## config.mk

```make
export PLATFORM = sky130hd
export DESIGN_NAME = fma_pack
export DESIGN_NICKNAME = d
export VERILOG_FILES = /design/src/rtl/fma_pkg.sv /design/src/rtl/fma_lzc50.sv /design/src/rtl/fma_pack.sv
export SDC_FILE = /design/constraint.sdc
export NUM_CORES = 1
export LEC_CHECK = 0
export ABC_AREA = 1
export ABC_CLOCK_PERIOD_IN_PS = 6400
export BUFFER_PORTS_ARGS = -buffer_cell sky130_fd_sc_hd__buf_2
export CAP_MARGIN = 10
export CORE_ASPECT_RATIO = 0.6
export CORE_MARGIN = 4
export CORE_UTILIZATION = 25
export DETAILED_ROUTE_END_ITERATION = 10
export HOLD_SLACK_MARGIN = 0.02
export PLACE_DENSITY = 0.39
export RECOVER_POWER = 50
export SLEW_MARGIN = 15
export SYNTH_ARGS = -nofsm -noshare
export SYNTH_HDL_FRONTEND = slang
export SYNTH_SLANG_ARGS = --single-unit
```

## constraint.sdc

```tcl
create_clock -name clk -period 6.4 [get_ports clk]
set_input_delay 0 -clock clk [delete_from_list [all_inputs] [get_ports clk]]
set_output_delay 0 -clock clk [all_outputs]
set_load 0.02 [all_outputs]
```

## src/rtl/fma_pkg.sv

```systemverilog
// Shared constants and inter-stage records for the fma_pack normalize/round/pack pipeline.
package fma_pkg;

  localparam int SIG_W_DEF = 50;
  localparam int EXP_W_DEF = 10;
  localparam int E_W       = 12;
  localparam int BIAS      = 127;
  localparam int EXP_MAX   = 2 * BIAS + 1;

  localparam logic [31:0] QNAN = 32'h7FC00000;
  localparam logic [31:0] PINF = 32'h7F800000;

  localparam int FLAG_OVF = 2;
  localparam int FLAG_UNF = 1;
  localparam int FLAG_INX = 0;

  // Normalized operand: leading one at sig[46], e is the biased exponent of that one.
  typedef struct packed {
    logic                  sign;
    logic                  nan;
    logic                  inf;
    logic                  zero;
    logic                  tiny;
    logic                  sticky;
    logic signed [E_W-1:0] e;
    logic [46:0]           sig;
  } s1_t;

  typedef struct packed {
    logic                  sign;
    logic                  nan;
    logic                  inf;
    logic                  zero;
    logic                  tiny;
    logic                  inexact;
    logic signed [E_W-1:0] e;
    logic [22:0]           frac;
  } s2_t;

endpackage

```

## src/rtl/fma_lzc50.sv

```systemverilog
// Combinational leading-zero count of a 50-bit vector; zero flags an all-zero input.
module fma_lzc50 (
  input  logic [49:0] in_bits,
  output logic [5:0]  lzc,
  output logic        zero
);

  // Scan upward so the highest set bit is the last one to write the count.
  always_comb begin
    lzc  = 6'd50;
    zero = ~|in_bits;
    for (int i = 0; i < 50; i++) begin
      if (in_bits[i]) begin
        lzc = 6'(49 - i);
      end
    end
  end

endmodule

```

## src/rtl/fma_pack.sv

```systemverilog
// fma_pack: 3-stage normalize / round-to-nearest-even / pack into an IEEE-754 single.
// Define FMA_PACK_SUBNORMAL_EN to emit subnormals instead of flushing tiny results to zero.
module fma_pack
  import fma_pkg::*;
#(
  parameter int SIG_W = SIG_W_DEF,
  parameter int EXP_W = EXP_W_DEF
) (
  input  logic             clk,
  input  logic             rst,
  input  logic             in_valid,
  output logic             in_ready,
  input  logic             sign_in,
  input  logic [EXP_W-1:0] exp_in,
  input  logic [SIG_W-1:0] sig_in,
  input  logic             sticky_in,
  input  logic             nan_in,
  input  logic             inf_in,
  output logic             out_valid,
  input  logic             out_ready,
  output logic [31:0]      result_out,
  output logic [2:0]       flags_out
);

  logic        s1_valid_q, s1_valid_d, s2_valid_q, s2_valid_d, out_valid_q, out_valid_d;
  s1_t         s1_q, s1_d, s1_res;
  s2_t         s2_q, s2_d, s2_res;
  logic [31:0] result_q, result_d, result_res;
  logic [2:0]  flags_q, flags_d, flags_res;
  logic        s3_ready, s2_ready, s1_ready;

  logic [5:0]            lzc;
  logic                  sig_zero;
  logic [49:0]           sig_shl;
  logic signed [E_W-1:0] e_in, e_norm;
  logic                  lsb, guard, st, rnd_inc;
  logic [24:0]           rnd_sum;
`ifdef FMA_PACK_SUBNORMAL_EN
  logic [4:0]            sub_sh;
  logic [72:0]           sub_wide;
`endif

  fma_lzc50 u_lzc (
    .in_bits (sig_in),
    .lzc     (lzc),
    .zero    (sig_zero)
  );

  assign s3_ready = !out_valid_q || out_ready;
  assign s2_ready = !s2_valid_q || s3_ready;
  assign s1_ready = !s1_valid_q || s2_ready;
  assign in_ready   = s1_ready;
  assign out_valid  = out_valid_q;
  assign result_out = result_q;
  assign flags_out  = flags_q;

  // S1: put the leading one at bit 46; bits pushed out of a right shift feed sticky.
  always_comb begin
    sig_shl = sig_in << lzc;
    e_in    = {{(E_W - EXP_W){exp_in[EXP_W-1]}}, exp_in};
    e_norm  = e_in + 12'sd3 - $signed({6'b0, lzc});
    s1_res        = '0;
    s1_res.sign   = sign_in;
    s1_res.nan    = nan_in;
    s1_res.inf    = inf_in;
    s1_res.zero   = sig_zero;
    s1_res.tiny   = (e_norm <= 12'sd0);
    s1_res.e      = e_norm;
    s1_res.sig    = sig_shl[49:3];
    s1_res.sticky = sticky_in | (|sig_shl[2:0]);
`ifdef FMA_PACK_SUBNORMAL_EN
    sub_sh   = 5'd0;
    sub_wide = '0;
    if (e_norm <= 12'sd0) begin
      sub_sh        = (e_norm < -12'sd25) ? 5'd26 : 5'(12'sd1 - e_norm);
      sub_wide      = {sig_shl[49:3], 26'b0} >> sub_sh;
      s1_res.sig    = sub_wide[72:26];
      s1_res.sticky = s1_res.sticky | (|sub_wide[25:0]);
    end
`endif
  end

  // S2: round to nearest even; a carry out of the 24-bit significand renormalizes.
  always_comb begin
    lsb     = s1_q.sig[23];
    guard   = s1_q.sig[22];
    st      = (|s1_q.sig[21:0]) | s1_q.sticky;
    rnd_inc = guard & (st | lsb);
    rnd_sum = {1'b0, s1_q.sig[46:23]} + {24'b0, rnd_inc};
    s2_res         = '0;
    s2_res.sign    = s1_q.sign;
    s2_res.nan     = s1_q.nan;
    s2_res.inf     = s1_q.inf;
    s2_res.zero    = s1_q.zero;
    s2_res.tiny    = s1_q.tiny;
    s2_res.inexact = guard | st;
    if (rnd_sum[24]) begin
      s2_res.frac = rnd_sum[23:1];
      s2_res.e    = s1_q.e + 12'sd1;
    end else begin
      s2_res.frac = rnd_sum[22:0];
      s2_res.e    = s1_q.e;
    end
`ifdef FMA_PACK_SUBNORMAL_EN
    if (s1_q.tiny) begin
      s2_res.e = rnd_sum[23] ? 12'sd1 : 12'sd0;
    end
`endif
  end

  // S3: specials first, then tiny handling, overflow, and the ordinary pack.
  always_comb begin
    result_res = '0;
    flags_res  = '0;
    if (s2_q.nan) begin
      result_res = QNAN;
    end else if (s2_q.inf) begin
      result_res = {s2_q.sign, PINF[30:0]};
    end else if (s2_q.zero) begin
      result_res = {s2_q.sign, 31'b0};
    end else if (s2_q.tiny) begin
`ifdef FMA_PACK_SUBNORMAL_EN
      result_res          = {s2_q.sign, s2_q.e[7:0], s2_q.frac};
      flags_res[FLAG_UNF] = s2_q.inexact;
      flags_res[FLAG_INX] = s2_q.inexact;
`else
      result_res          = {s2_q.sign, 31'b0};
      flags_res[FLAG_UNF] = 1'b1;
      flags_res[FLAG_INX] = 1'b1;
`endif
    end else if (s2_q.e >= $signed(12'(EXP_MAX))) begin
      result_res          = {s2_q.sign, PINF[30:0]};
      flags_res[FLAG_OVF] = 1'b1;
      flags_res[FLAG_INX] = 1'b1;
    end else begin
      result_res          = {s2_q.sign, s2_q.e[7:0], s2_q.frac};
      flags_res[FLAG_INX] = s2_q.inexact;
    end
  end

  // Each stage loads only when the stage after it can take its current contents.
  always_comb begin
    s1_valid_d  = s1_valid_q;
    s1_d        = s1_q;
    s2_valid_d  = s2_valid_q;
    s2_d        = s2_q;
    out_valid_d = out_valid_q;
    result_d    = result_q;
    flags_d     = flags_q;
    if (s1_ready) begin
      s1_valid_d = in_valid;
      s1_d       = s1_res;
    end
    if (s2_ready) begin
      s2_valid_d = s1_valid_q;
      s2_d       = s2_res;
    end
    if (s3_ready) begin
      out_valid_d = s2_valid_q;
      if (s2_valid_q) begin
        result_d = result_res;
        flags_d  = flags_res;
      end
    end
  end

  always_ff @(posedge clk) begin
    if (rst) begin
      s1_valid_q  <= 1'b0;
      s2_valid_q  <= 1'b0;
      out_valid_q <= 1'b0;
      s1_q        <= '0;
      s2_q        <= '0;
      result_q    <= '0;
      flags_q     <= '0;
    end else begin
      s1_valid_q  <= s1_valid_d;
      s2_valid_q  <= s2_valid_d;
      out_valid_q <= out_valid_d;
      s1_q        <= s1_d;
      s2_q        <= s2_d;
      result_q    <= result_d;
      flags_q     <= flags_d;
    end
  end

endmodule

```

==> flow_metrics.env, run 1 <==
export IMPL_ant_nets=0
export IMPL_post_place_ws_ps=1100
export IMPL_layout_nets=1779
export IMPL_synth_edf_count=0
export IMPL_clock_fmax_ghz=0.194
export IMPL_async_flop_share_pct=0
export IMPL_leakage_nw=5.25
export IMPL_finalCritPeriodShare_pct=80.5
export IMPL_grt_max_degree=65
export IMPL_antennaDiodeCount=0
export IMPL_finalClockSkew_ps=11.8
export IMPL_synth_main_ff_cell="dfxtp_1"
export IMPL_setup_viol=0
export IMPL_r2r_end="s1_q[35]$_SDFFE_PP0P_"
export IMPL_antenna_found_initial=0
export IMPL_place_congestion=0.881
export IMPL_end_kind="register"
export IMPL_crit_fanout=58
export IMPL_startpoint_type="register"
export IMPL_tns_ps=0
export IMPL_die_h_um=161
export IMPL_grt_overflow_total=0
export IMPL_min_to="s1_q[58]$_SDFFE_PP0P_"
export IMPL_maxCapViolations=2
export IMPL_path_class="register to register"
export IMPL_synth_nets=1718
export IMPL_hold_violations=0
export IMPL_placementRows=55
export IMPL_cts_resized=0
export IMPL_fillers=4362
export IMPL_firstDrtPassIters=5
export IMPL_ir_worst_vdd_uv=117
export IMPL_cts_tree="built"
export IMPL_track_usage_pct=17.0
export IMPL_fp_coreArea_sq_um=38200
export IMPL_drt_initial_drc_count=962
export IMPL_synth_area_leaders="dfxtp_1 29%, nand2_1 16%, nand3_1 15%"
export IMPL_ys_warn_count=0
export IMPL_wire_per_inst_um=16.5
export IMPL_status="complete, but fails checks"
export IMPL_grt_busiest_layer="met1"
export IMPL_synth_top_cell_area_share_pct=29.4
export IMPL_drc=0
export IMPL_wl_mm=36.5
export IMPL_crit_required_ps=6730
export IMPL_vias=10700
export IMPL_min_path_cells=5
export IMPL_timing_rr_start="out_valid$_SDFFE_PP0N_"
export IMPL_cp_arrival_ps=5480
export IMPL_period_minus_slack_ps=5150
export IMPL_areaGrowthSynthToFinish_pct=15.7
export IMPL_grt_pass1_vias=10000
export IMPL_worst_slew_pin_slew_ps=2650
export IMPL_clk_pin_slew_ps=70
export IMPL_root_buffer="clkbuf_16"
export IMPL_rrSetupSlack_ps=1250
export IMPL_start_util_pct=25.7
export IMPL_dp_final_hpwl_mm=28.2
export IMPL_cts_setup_buffers=0
export IMPL_yosys_register_bits=144
export IMPL_die_area_sq_um=42600
export IMPL_yosysUniqueCellTypes=41
export IMPL_slew_headroom_pct=-76.5
export IMPL_viasPerCell=4.81
export IMPL_cts_buffers=17
export IMPL_io_pins=105
export IMPL_ys_seq_area_share_pct=29.4
export IMPL_port_buffers=104
export IMPL_grt_util_met3_pct=3.40
export IMPL_netlist_top_cells_count="429 x nand2_1, 294 x nand3_1, 165 x inv_1"
export IMPL_cts_path_max_buffers=2
export IMPL_syn_area_sq_um=9820
export IMPL_hold_start="exp_in[8]"
export IMPL_yosys_area_top_type="dfxtp_1"
export IMPL_syn_avg_cell_area_sq_um=6.02
export IMPL_hold_path_class="primary input to register"
export IMPL_fp_dieW_um=264
export IMPL_clock_sinks=144
export IMPL_violations="max-capacitance violations, max-slew violations"
export IMPL_r2r_cells=14
export IMPL_drive_gt1_share_pct=7.39
export IMPL_clk_latency_ps=430
export IMPL_htree_num_levels=4
export IMPL_setup_ws_ps=1250
export IMPL_grt_use_met1_pct=27.8
export IMPL_grt_pass1_wl_mm=58.4
export IMPL_slew_violations=111
export IMPL_grt_use_met2_pct=22.8
export IMPL_syn_inst=1631
export IMPL_yosysMostFrequentCell="nand2_1"
export IMPL_power_density_nw_per_um2=224
export IMPL_rsz0062_at_grt="no"
## worst max-delay path by stage
stage | startpoint | to
floorplan | sig_in[2] | s1_q[60]$_SDFFE_PP0P_
global placement | sig_in[2] | s1_q[60]$_SDFFE_PP0P_
detailed placement | sig_in[2] | s1_q[60]$_SDFFE_PP0P_
CTS | sig_in[2] | s1_q[60]$_SDFFE_PP0P_
global route | out_valid$_SDFFE_PP0N_ | s1_q[36]$_SDFFE_PP0P_
finish | out_valid$_SDFFE_PP0N_ | s1_q[35]$_SDFFE_PP0P_
## state kept, by name, summed over array words and instances, names as in the netlist
| signal | count |
|---|---|
| flags_out | 3 |
| guard | 1 |
| lsb | 1 |
| out_valid | 1 |
| result_out | 32 |
| s1_q | 63 |
| s1_valid_q | 1 |
| s2_q | 41 |
| s2_valid_q | 1 |
## cell usage in the layout (no fill, tap or decap), types with 2 or more instances in the layout
cell type        n
xnor2_1         12
nand4_1         31
buf_4           15
a31oi_1          4
ha_1            18
nor4_1          11
nand2_1        429
o21bai_1         3
clkinvlp_4       8
inv_2            2
dlygate4sd3_1    7
inv_1          165
nand3b_1         3
or4_1            2
o31ai_1          3
clkinv_2         3
clkbuf_8         2
nor3_1          11
nand2_4          2
o21a_1           2
o221ai_1         7
nor2_1         117
clkbuf_1        42
a211oi_1         2
a21boi_0         5
nand3_1        294
a21oi_1        129
buf_2           66
o21ai_0         94
o21ai_1          7
xor2_1          21
o211ai_1         6
dfxtp_1        144
a21oi_4          2
clkbuf_16       17
clkinv_1         6
## where the power goes
group	internal, W	switching (W)	leakage [nW]
sequential	0.000966	0.0000514	1.19
clock	0.000553	0.000407	0.255
combinational	0.000185	0.000384	3.80
total	0.00170	0.000842	5.25
## layer usage
| layer | vias to the layer above | wire length (um) |
|---|---|---|
| li1 | 5518 | - |
| met2 | 225 | 13900 |
| met4 | 0 | 251 |
| met1 | 4909 | 20400 |
| met3 | 17 | 1910 |
| met5 | - | 0 |
## critical path: stages (launching register included)
cell and delay, ps:
dfxtp_1 320, inv_1 40, nor2_1 120, inv_1 70, nor2_1 90, buf_4 270, clkinv_1 170, nor2_4 170
clkbuf_1 1900, inv_1 790, clkbuf_1 620, o21ai_0 310, a21oi_1 70, nand2_1 70, inv_1 30
## timing repair
action | in CTS | in global routing
hold endpoints to repair | 7 | 0
setup endpoints to repair | 0 | 0
hold buffers | 7 | 0
## layout make-up
class,count,area (sq um),share of cell area (%)
repair buffers,130,671,5.91
inverters,173,649,5.72
clock inverters,13,114,1.00
multi-input cells,1226,5950,52.4
well taps,513,642,5.65
clock buffers,19,453,3.99
flip-flops and latches,144,2880,25.4
## cells by family (layout without fill, tap and decap cells)
group | count (synthesis) | in the layout | share of synthesized area [%]
AOI/OAI and AO/OA | 269 | 269 | 14.8
buffers and inverters | 261 | 335 | 10.4
xor gates and xnor gates | 33 | 33 | 2.94
and+or+nand+nor | 905 | 905 | 40.0
DFF | 144 | 144 | 29.4
adders and majority gates | 19 | 19 | 2.50
## per-stage QoR
| stage | instance area (sq um) | cells | total power (W) | hold slack [ps] | util (%) |
|---|---|---|---|---|---|
| after global routing | 11400 | 2218 | 0.00271 | 100 | 29.7 |
| after CTS | 11400 | 2218 | 0.00258 | 25.4 | 29.9 |
| after detailed placement | 10800 | 2179 | 0.00160 | 234 | 28.2 |
| after floorplan | 9820 | 1631 | 0.00141 | 124 | - |
| final | 11400 | 2218 | 0.00255 | 44.4 | 29.7 |
| after global placement | 10800 | 2179 | 0.00161 | 222 | 28.2 |
Note: power is estimated with default switching activity, not from simulation.
==> run 2, diff against run 1 <==
--- a/config.mk
+++ b/config.mk
@@ -6,7 +6,7 @@
 export NUM_CORES = 1
 export LEC_CHECK = 0
 export ABC_AREA = 1
-export ABC_CLOCK_PERIOD_IN_PS = 6400
+export ABC_CLOCK_PERIOD_IN_PS = 4300
 export BUFFER_PORTS_ARGS = -buffer_cell sky130_fd_sc_hd__buf_2
 export CAP_MARGIN = 10
 export CORE_ASPECT_RATIO = 0.6
@@ -14,7 +14,7 @@
 export CORE_UTILIZATION = 25
 export DETAILED_ROUTE_END_ITERATION = 10
 export HOLD_SLACK_MARGIN = 0.02
-export PLACE_DENSITY = 0.39
+export PLACE_DENSITY = 0.4
 export RECOVER_POWER = 50
 export SLEW_MARGIN = 15
 export SYNTH_ARGS = -nofsm -noshare
==> constraint.sdc (replaced) <==
create_clock -name clk -period 4.3 [get_ports clk]
set_input_delay 0 -clock clk [delete_from_list [all_inputs] [get_ports clk]]
set_output_delay 0 -clock clk [all_outputs]
set_load 0.02 [all_outputs]
==> flow_metrics.env, run 2 (synthesis results as in run 1) <==
export IMPL_status="complete, but fails checks"
export IMPL_violations="negative setup slack"
export IMPL_rsz0062_at_grt="yes"
export IMPL_ant_nets=0
export IMPL_die_h_um=161
export IMPL_leakage_nw=5.65
export IMPL_cp_arrival_ps=4680
export IMPL_grt_overflow_total=0
export IMPL_slew_violations=0
export IMPL_maxCapViolations=0
export IMPL_clock_fmax_ghz=0.231
export IMPL_crit_fanout=3
export IMPL_timing_rr_start="out_valid$_SDFFE_PP0N_"
export IMPL_antenna_found_initial=0
export IMPL_root_buffer="clkbuf_16"
export IMPL_areaGrowthSynthToFinish_pct=22.7
export IMPL_clock_sinks=144
export IMPL_hold_path_class="primary input to register"
export IMPL_path_class="primary input to register"
export IMPL_grt_max_degree=64
export IMPL_drive_gt1_share_pct=11.8
export IMPL_critPathTopFamily="compound AO/OA/AOI/OAI gates"
export IMPL_io_pins=105
export IMPL_startpoint_type="primary input"
export IMPL_clk_pin_slew_ps=70
export IMPL_hold_violations=0
export IMPL_antennaDiodeCount=0
export IMPL_worst_slew_pin_slew_ps=1160
export IMPL_period_minus_slack_ps=4330
export IMPL_worst_path_buf_inv=5
export IMPL_crit_required_ps=4650
export IMPL_regMostFlops="s1_q"
export IMPL_layout_nets=1845
export IMPL_wl_mm=36.1
export IMPL_placementRows=55
export IMPL_cts_path_max_buffers=2
export IMPL_port_buffers=104
export IMPL_hold_start="exp_in[8]"
export IMPL_max_stage_delay_ps=550
export IMPL_cp_startpoint="sig_in[1]"
export IMPL_power_w=0.00400
export IMPL_fp_coreArea_sq_um=38200
export IMPL_instances_no_fill=2283
export IMPL_firstDrtPassIters=5
export IMPL_start_util_pct=25.7
export IMPL_setup_ws_ps=-25.1
export IMPL_grt_pass1_wl_mm=57.9
export IMPL_drc=0
export IMPL_final_cell_mix="427 x nand2_1, 293 x nand3_1, 163 x inv_1, 144 x dfxtp_1, 128 x a21oi_1"
export IMPL_slowest_stage="or4_4"
export IMPL_viasPerCell=4.80
export IMPL_cts_tree="built"
export IMPL_power_density_nw_per_um2=332
export IMPL_clk_latency_ps=430
export IMPL_cts_buffers=17
export IMPL_fp_dieW_um=264
export IMPL_placedCellCount=2244
export IMPL_place_congestion=0.885
export IMPL_wire_per_inst_um=15.8
export IMPL_die_area_sq_um=42600
export IMPL_layout_commonest_cell="nand2_1"
export IMPL_grt_pass1_vias=10400
export IMPL_dp_final_hpwl_mm=28.5
export IMPL_track_usage_pct=16.7
export IMPL_finalCritPeriodShare_pct=101
export IMPL_vias=11000
export IMPL_end_kind="register"
export IMPL_largest_register_ffs=63
export IMPL_setup_viol=1
export IMPL_drt_initial_drc_count=925
export IMPL_crit_top_cell="a21boi_0"
export IMPL_ir_worst_vdd_uv=193
export IMPL_slew_headroom_pct=22.4
export IMPL_htree_num_levels=4
export IMPL_finalClockSkew_ps=15.3
## run 2: cell count changes in the layout (fill, tap and decap cells not counted), moves of 3 or more
cell	before	now
bufinv_16	1	4
clkinv_4	0	4
o21ai_2	1	4
buf_4	15	79
clkinvlp_4	8	0
o21ai_0	94	91
## run 2: what timing repair did
item,CTS,global route
resized for setup,0,29
endpoints found under the setup margin,0,16
hold buffers,7,0
buffers inserted,0,1
endpoints found under the hold margin,7,0
## run 2: stage by stage
stage	TNS (ps)	setup WS (ps)	hold slack, ps	utilization (%)	instance area [sq um]
finish	-25.1	-25.1	23.7	31.5	12000
global route	-859	-365	58.9	31.5	12000
CTS	0	8.15	23.4	31.4	12000
detailed placement	-1100	-459	246	29.6	11300
global placement	-1240	-484	253	29.6	11300
floorplan	0	56.9	124	-	9820
## run 2: layer usage
metal / vias up / track usage [%] / share of wire (%)
met3: 12 / 2.65 / 4.1
met5: - / 0 / 0
met4: 0 / 2.61 / 0.45
li1: 5661 / - / -
met2: 189 / 23.1 / 39
met1: 5101 / 27.1 / 56
## run 2: report_power, final
group          switching, W  internal [W]
combinational      0.000589      0.000345
clock              0.000577      0.000971
sequential        0.0000795       0.00144
## run 2: worst reg2reg max path, cell delays in order (launching register included)
cell	delay (ps)
dfxtp_1	330
inv_1	40
nor2_1	120
inv_1	70
nor2_1	90
clkbuf_1	830
clkinv_1	230
nor2_1	610
clkbuf_2	1000
a21oi_1	180
o21ai_0	180
a41oi_1	120
## run 2: cell type report
class | count | area (sq um)
clock inverter | 9 | 160
tap | 513 | 642
timing repair buffer | 196 | 1220
multi-input combinational | 1226 | 6050
sequential | 144 | 2880
clock buffer | 22 | 444
fill | 4374 | 26100
inverter | 173 | 652
## run 2: path summary, 6_finish.rpt
path,end,slack [ps],cells after the start
setup reg to reg,s1_q[32]$_SDFFE_PP0P_,330,11
hold / removal,s1_q[58]$_SDFFE_PP0P_,20,5
setup / recovery,s1_q[60]$_SDFFE_PP0P_,-30,28
hold reg to reg,result_out[19]$_SDFFE_PP0P_,460,2
